<file path="config.mk">
export PLATFORM = sky130hd
export DESIGN_NAME = ksa_pipe_adder
export DESIGN_NICKNAME = d
export VERILOG_FILES = /design/src/rtl/ksa_pkg.sv /design/src/rtl/ksa_prefix_cell.sv /design/src/rtl/ksa_pipe_adder.sv
export SDC_FILE = /design/constraint.sdc
export NUM_CORES = 1
export LEC_CHECK = 0
export ABC_AREA = 1
export BUFFER_PORTS_ARGS = -buffer_cell sky130_fd_sc_hd__buf_2
export CAP_MARGIN = 20
export CORE_ASPECT_RATIO = 1.75
export CORE_MARGIN = 1
export CORE_UTILIZATION = 35
export CTS_BUF_LIST = sky130_fd_sc_hd__clkbuf_2 sky130_fd_sc_hd__clkbuf_4 sky130_fd_sc_hd__clkbuf_8
export CTS_CLUSTER_SIZE = 30
export DETAILED_ROUTE_END_ITERATION = 8
export GPL_TIMING_DRIVEN = 0
export PLACE_DENSITY = 0.53
export SLEW_MARGIN = 5
export SYNTH_ARGS = -nofsm -noshare
export SYNTH_HDL_FRONTEND = slang
export SYNTH_SLANG_ARGS = --single-unit
</file>
<file path="constraint.sdc">
create_clock -name clk -period 1.8 [get_ports clk]
set_clock_uncertainty 0.1 [all_clocks]
set_input_delay 0.09 -clock clk [delete_from_list [all_inputs] [get_ports clk]]
set_output_delay 0.09 -clock clk [all_outputs]
set_load 0.02 [all_outputs]
</file>
<file path="src/rtl/ksa_pkg.sv">
// Shared types and elaboration helpers for the pipelined Kogge-Stone adder.
package ksa_pkg;

  typedef enum logic [1:0] {
    ADD     = 2'b00,
    SUB     = 2'b01,
    ADD_SAT = 2'b10,
    SUB_SAT = 2'b11
  } op_e;

  function automatic int clog2(input int n);
    int r;
    r = 0;
    for (int v = 1; v < n; v = v * 32'sd2) begin
      r = r + 32'sd1;
    end
    return r;
  endfunction

  function automatic op_e op_decode(input logic sub, input logic sat);
    return op_e'({sat, sub});
  endfunction

endpackage

</file>
<file path="src/rtl/ksa_prefix_cell.sv">
// Kogge-Stone prefix cell: the black cell merges (G,P) pairs; the grey variant
// is used where the merged group already reaches bit 0, so only G is meaningful.
module ksa_prefix_cell #(
  parameter bit GREY = 1'b0
) (
  input  logic gh_i,
  input  logic ph_i,
  input  logic gl_i,
  input  logic pl_i,
  output logic g_o,
  output logic p_o
);

  assign g_o = gh_i | (ph_i & gl_i);
  assign p_o = GREY ? 1'b0 : (ph_i & pl_i);

endmodule

</file>
<file path="src/rtl/ksa_pipe_adder.sv">
// Pipelined Kogge-Stone adder/subtractor with optional unsigned saturation.
// One register after g/p, one per prefix level, one after sum/saturate; global stall.
module ksa_pipe_adder
  import ksa_pkg::*;
#(
  parameter int WIDTH = 16
) (
  input  logic             clk,
  input  logic             reset,
  input  logic             in_valid,
  output logic             in_ready,
  input  logic [WIDTH-1:0] a,
  input  logic [WIDTH-1:0] b,
  input  logic             cin,
  input  logic             sub,
  input  logic             sat,
  output logic             out_valid,
  input  logic             out_ready,
  output logic [WIDTH-1:0] sum,
  output logic             cout,
  output logic             ovf
);

  localparam int LEVELS = clog2(WIDTH);

  logic                         en_s;
  logic [WIDTH-1:0]             bm_s;
  logic [WIDTH-1:0]             gen_s;
  logic [WIDTH-1:0]             prp_s;
  logic                         c0_s;
  logic                         g0_s;
  logic                         p0_s;
  logic [LEVELS-1:0][WIDTH-1:0] lvl_g_s;
  logic [LEVELS-1:0][WIDTH-1:0] lvl_p_s;
  logic                         unused_last_p_s;

  logic [LEVELS:0]              vld_q, vld_d;
  logic [LEVELS:0]              c0_q, c0_d;
  logic [LEVELS:0][WIDTH-1:0]   g_q, g_d;
  logic [LEVELS:0][WIDTH-1:0]   praw_q, praw_d;
  logic [LEVELS-1:0][WIDTH-1:0] p_q, p_d;
  op_e                          op_q [LEVELS+1];
  op_e                          op_d [LEVELS+1];

  logic [WIDTH:0]               carry_s;
  logic [WIDTH-1:0]             raw_s;
  logic [WIDTH-1:0]             sum_d, sum_q;
  logic                         cout_d, cout_q;
  logic                         ovf_d, ovf_q;
  logic                         out_valid_q;

  assign en_s     = !out_valid_q || out_ready;
  assign in_ready = en_s;

  assign bm_s  = sub ? ~b : b;
  assign c0_s  = sub ? 1'b1 : cin;
  assign gen_s = a & bm_s;
  assign prp_s = a ^ bm_s;

  // Carry-in is a generate at position -1, merged into bit 0 before the tree.
  ksa_prefix_cell #(.GREY(1'b1)) u_cin_cell (
    .gh_i (gen_s[0]),
    .ph_i (prp_s[0]),
    .gl_i (c0_s),
    .pl_i (1'b0),
    .g_o  (g0_s),
    .p_o  (p0_s)
  );

  for (genvar k = 0; k < LEVELS; k++) begin : g_level
    for (genvar i = 0; i < WIDTH; i++) begin : g_bit
      if (i >= (32'sd1 << k)) begin : g_cell
        ksa_prefix_cell #(.GREY(i < (32'sd2 << k))) u_cell (
          .gh_i (g_q[k][i]),
          .ph_i (p_q[k][i]),
          .gl_i (g_q[k][i - (32'sd1 << k)]),
          .pl_i (p_q[k][i - (32'sd1 << k)]),
          .g_o  (lvl_g_s[k][i]),
          .p_o  (lvl_p_s[k][i])
        );
      end else begin : g_pass
        assign lvl_g_s[k][i] = g_q[k][i];
        assign lvl_p_s[k][i] = p_q[k][i];
      end
    end
  end

  // Every group is complete after the last level, so its P is never consumed.
  assign unused_last_p_s = ^lvl_p_s[LEVELS-1];

  // Next-state for the g/p stage and every prefix-level stage.
  always_comb begin
    vld_d[0]  = in_valid;
    g_d[0]    = {gen_s[WIDTH-1:1], g0_s};
    p_d[0]    = {prp_s[WIDTH-1:1], p0_s};
    praw_d[0] = prp_s;
    c0_d[0]   = c0_s;
    op_d[0]   = op_decode(sub, sat);
    for (int k = 0; k < LEVELS; k++) begin
      vld_d[k+1]  = vld_q[k];
      g_d[k+1]    = lvl_g_s[k];
      praw_d[k+1] = praw_q[k];
      c0_d[k+1]   = c0_q[k];
      op_d[k+1]   = op_q[k];
    end
    for (int k = 0; k < LEVELS - 1; k++) begin
      p_d[k+1] = lvl_p_s[k];
    end
  end

  // Sum, flags and saturation from the resolved carries.
  always_comb begin
    carry_s = {g_q[LEVELS], c0_q[LEVELS]};
    raw_s   = praw_q[LEVELS] ^ carry_s[WIDTH-1:0];
    cout_d  = carry_s[WIDTH];
    ovf_d   = carry_s[WIDTH] ^ carry_s[WIDTH-1];
    sum_d   = raw_s;
    case (op_q[LEVELS])
      ADD_SAT: begin
        if (cout_d) sum_d = {WIDTH{1'b1}};
        else        sum_d = raw_s;
      end
      SUB_SAT: begin
        if (!cout_d) sum_d = {WIDTH{1'b0}};
        else         sum_d = raw_s;
      end
      default: sum_d = raw_s;
    endcase
  end

  // Pipeline and output registers; all stages advance together or hold.
  always_ff @(posedge clk) begin
    if (reset) begin
      vld_q       <= {(LEVELS+1){1'b0}};
      c0_q        <= {(LEVELS+1){1'b0}};
      g_q         <= '0;
      praw_q      <= '0;
      p_q         <= '0;
      out_valid_q <= 1'b0;
      sum_q       <= {WIDTH{1'b0}};
      cout_q      <= 1'b0;
      ovf_q       <= 1'b0;
      for (int s = 0; s <= LEVELS; s++) op_q[s] <= ADD;
    end else if (en_s) begin
      vld_q       <= vld_d;
      c0_q        <= c0_d;
      g_q         <= g_d;
      praw_q      <= praw_d;
      p_q         <= p_d;
      out_valid_q <= vld_q[LEVELS];
      sum_q       <= sum_d;
      cout_q      <= cout_d;
      ovf_q       <= ovf_d;
      for (int s = 0; s <= LEVELS; s++) op_q[s] <= op_d[s];
    end
  end

  assign out_valid = out_valid_q;
  assign sum       = sum_q;
  assign cout      = cout_q;
  assign ovf       = ovf_q;

endmodule
</file>
==> results.txt <==
- The via count of the first global-routing pass was ~6,800.
- The first routing iteration left 373 violations.
* Type of the worst setup path: flop to output pin
* Primary FF master, synth: dfxtp_1
- The share of the Yosys chip area taken by registers is 0.555.
- Following the worst setup path forward leads to its endpoint at in_ready.
- Dividing the detail-routed via count by the number of cells gives between 4 and 5.
- Core box area: ~0.024 mm2
- TritonCTS built the clock tree.
* R2r worst-path depth: 5
* Antenna violations before repair: 0
- Die area: 0.0252 mm2
- The count of buffers added on input and output ports is between 50 and 60.
- Number of distinct standard cells referenced by the synthesized netlist: 23
* Clock-pin transition on the worst setup and hold timing paths: around 70 ps
- In this run, synthesis produced a sequential element count of roughly 230.
- In this run the tightest slew margin relative to its limit is 0.538.
- Max-capacitance violation count: 0
- Number of nets in the layout: 1,229
* Htree depth: 2
* Fraction of registers with async set or reset after synthesis: 0
- Crit Path Max Fanout: 19
- By count the netlist is led by 307 x nand2_1, 223 x dfxtp_1, 140 x inv_1.
- Yosys printed 0 warnings.
* Non-filler cells, final: between 1,000 and 1,500
- Placer congestion estimate: about 0.81
- Startpoint of the worst register-to-register path: out_valid$_SDFFE_PP0P_
- In the global route stage, overall resource usage came out at 0.191.
* Transition time at the pin with the least slew margin: about 690 ps
- Of the available clock period, the critical path in the final layout requires 0.910.
- After synthesis, the largest family of logic cells by area is simple AND/OR/NAND/NOR gates.
- The number of nets in the synthesized netlist is around 1,100.
* Fillcell total: between 2,000 and 3,000
- Clock insertion delay at the later pin of the skew report: about 520 ps
- In this run the static leakage power is around 4.3 nW.
- Of the post-synthesis cell area, the dominant cell type holds 0.520.
* Worst min-delay path class: input pin to flop
- The final route contains 6,939 vias.
* XOR/XNOR Fraction of Synth Area: 0.0184
- Pin count of the biggest net entering global routing: 20
- Growth of design area from synthesis to finish: 20.8%
- First-pass DRT Iterations: 5
- Counting along the longest clock path gives a buffer depth of 3.
- Summing internal, switching and leakage power gives 10.1 mW.
- The worst setup path is captured at an output pin.
- The worst register-to-register path ends at carry_s[14]$_SDFFE_PP0P_.
- In this run the vertical extent of the chip is ~210 um.
* Initial standard-cell utilization of the core: 0.357
* TritonCTS Buffers: 34
- Final critical-path required period: between 1500 and 2000 ps
* Row count: 75
* FF-to-FF setup slack: 170 ps
* Sum of routed wire length over all layers: roughly 23 mm
* WP data required: around 1600 ps
* Gate Count Post-Synth: about 1,000
- The finished cells cover between 0.01 and 0.015 mm2.
- The count of endpoints failing hold in the final timing report came to 0.
- Avg WL per Cell: between 15 and 20 um
- STA classifies the critical path startpoint as a flop.
* Power per standard cell area: roughly 980 mW/mm2
- Of the total synthesized cell area, the portion taken by full adders, half adders and majority gates is 0.0233.
- Setup violations remaining at the end of the flow were counted as 0.
- The root buffer cell chosen for the clock tree is clkbuf_8.
- The count of nets left with antenna violations once routing finished came out at 0.
- A synthesized cell averages between 8 and 9 um2.
- In this run the cell area of the synthesized design comes to ~0.0086 mm2.
- Status: finished, final reports clean
* Simple-gate area share of the yosys netlist: 0.164
- Wire length of the first global-routing pass: 36.3 mm
- Num ports: about 60
- Sink Count: roughly 230
- After detailed placement, the total cell area comes to 0.00925 mm2.
- Critical path arrival: 1450 ps
- At the end of the flow the core is filled with cells to 0.431.
* Layout cells sized above 1: 0.132
* Compound-Gate Fraction of Synth Area: 0.136
- Critical Path Source: out_valid$_SDFFE_PP0P_
* Die Wd: about 120 um
- For this run, the top clock speed supported by timing is 0.610 GHz.
- The portion of synthesized area spent on multiplexers is 0.
- Yosys attributes the largest share of cell area to dfxtp_1 52%, nand2_1 13%, o22ai_1 6.7%.
- RSZ-0062 raised after global routing: false
- Setup TNS: 0 ps
* Maximum ir drop on the vdd rail: between 0.0004 and 0.0005 V
- Leading area contributor after synthesis: dfxtp_1
- Most numerous cell in the Yosys netlist: nand2_1
- Number of design rule violations left after detail routing: 0
- Summed over all nets, the half-perimeter wirelength after detailed placement is 17.4 mm.
- The number of pins exceeding their max-slew limit in the final report is 0.
* Post-synth EDFFs: 10
- Placed cell count: roughly 1,400
- Overflow left after global routing: 0
flip-flops by register name, indices dropped and copies added (netlist names), 10 cells and up:
signal,cells
sum,16
praw_d,64
p_q,34
carry_s,16
g_q,49
op_q,10
praw_q,16
g_d,15
metrics by stage:
step / worst slack [ps] / hold slack, ps
CTS: 2.99 / 13.6
global route: 62.3 / 85.3
floorplan: 288 / 103
global placement: 79.8 / 202
finish: 162 / 32.2
detailed placement: 81.7 / 211
cells by family after synthesis:
logic type,count (synthesis)
buffers and inverters,197
XOR/XNOR,18
adder cells (fa/ha/maj),16
AND/OR/NAND/NOR,358
AO/OA/AOI/OAI,210
flip-flops,233
layout make-up:
type	instances	area (um2)	area share
Multi-Input combinational cell	602	2930	0.283
Inverter	144	546	0.0526
Clock inverter	2	12.5	0.00121
Timing Repair Buffer	108	801	0.0773
Buffer	51	334	0.0322
Sequential cell	233	4770	0.460
Antenna cell	1	2.50	0.000241
Clock buffer	46	583	0.0563
Tap cell	308	385	0.0372
metal layers:
layer  GRT usage  vias up  part of all wire
met5           0        -                 0
met4      0.0983        0             0.047
met3      0.0243       53             0.033
met2       0.359      144              0.53
met1       0.203     3151              0.39
li1            -     3591                 -
how the worst min path moves through the flow:
stage	start	to	cells past startpoint
after global placement	in_valid	vld_q[0]$_SDFFE_PP0P_	3
final	b[0]	praw_d[16]$_SDFFE_PP0P_	5
after global routing	sub	c0_q[0]$_SDFFE_PP0P_	4
after CTS	b[0]	praw_d[16]$_SDFFE_PP0P_	5
after floorplan	in_valid	vld_q[0]$_SDFFE_PP0P_	2
after detailed placement	in_valid	vld_q[0]$_SDFFE_PP0P_	3
critical path: stages, from the launching register on:
cell and delay (ps):
dfxtp_2 350, nand2_1 90, clkbuf_4 270, buf_2 210
placed cells by master (no fill, tap or decap), types with 2 or more instances in the layout:
cell type,n
nand2_1,307
dfxtp_1,222
inv_1,140
o22ai_1,92
buf_2,81
o21ai_0,68
dlygate4sd3_1,52
a21oi_1,50
clkbuf_8,38
nand3_1,33
xor2_1,17
ha_1,16
nor2_1,14
buf_6,12
edfxtp_1,10
clkbuf_4,9
clkbuf_1,7
buf_4,4
inv_2,2
inv_4,2
nor2_4,2
clkbuf_2,2
power breakdown:
group	switching (mW)	internal (mW)	total, mW
Combinational	0.389	0.320	0.709
Clock	1.87	2.06	3.93
Sequential	0.120	5.38	5.50
timing repair:
| item | in CTS | in global routing |
|---|---|---|
| setup endpoints to repair | 1 | 7 |
| resized for setup | 0 | 3 |
| hold buffers | 52 | 0 |
| hold endpoints to repair | 43 | 0 |
| gates cloned | 0 | 0 |
| setup buffers | 0 | 0 |
No activity file was read; power rests on OpenSTA's default activity.
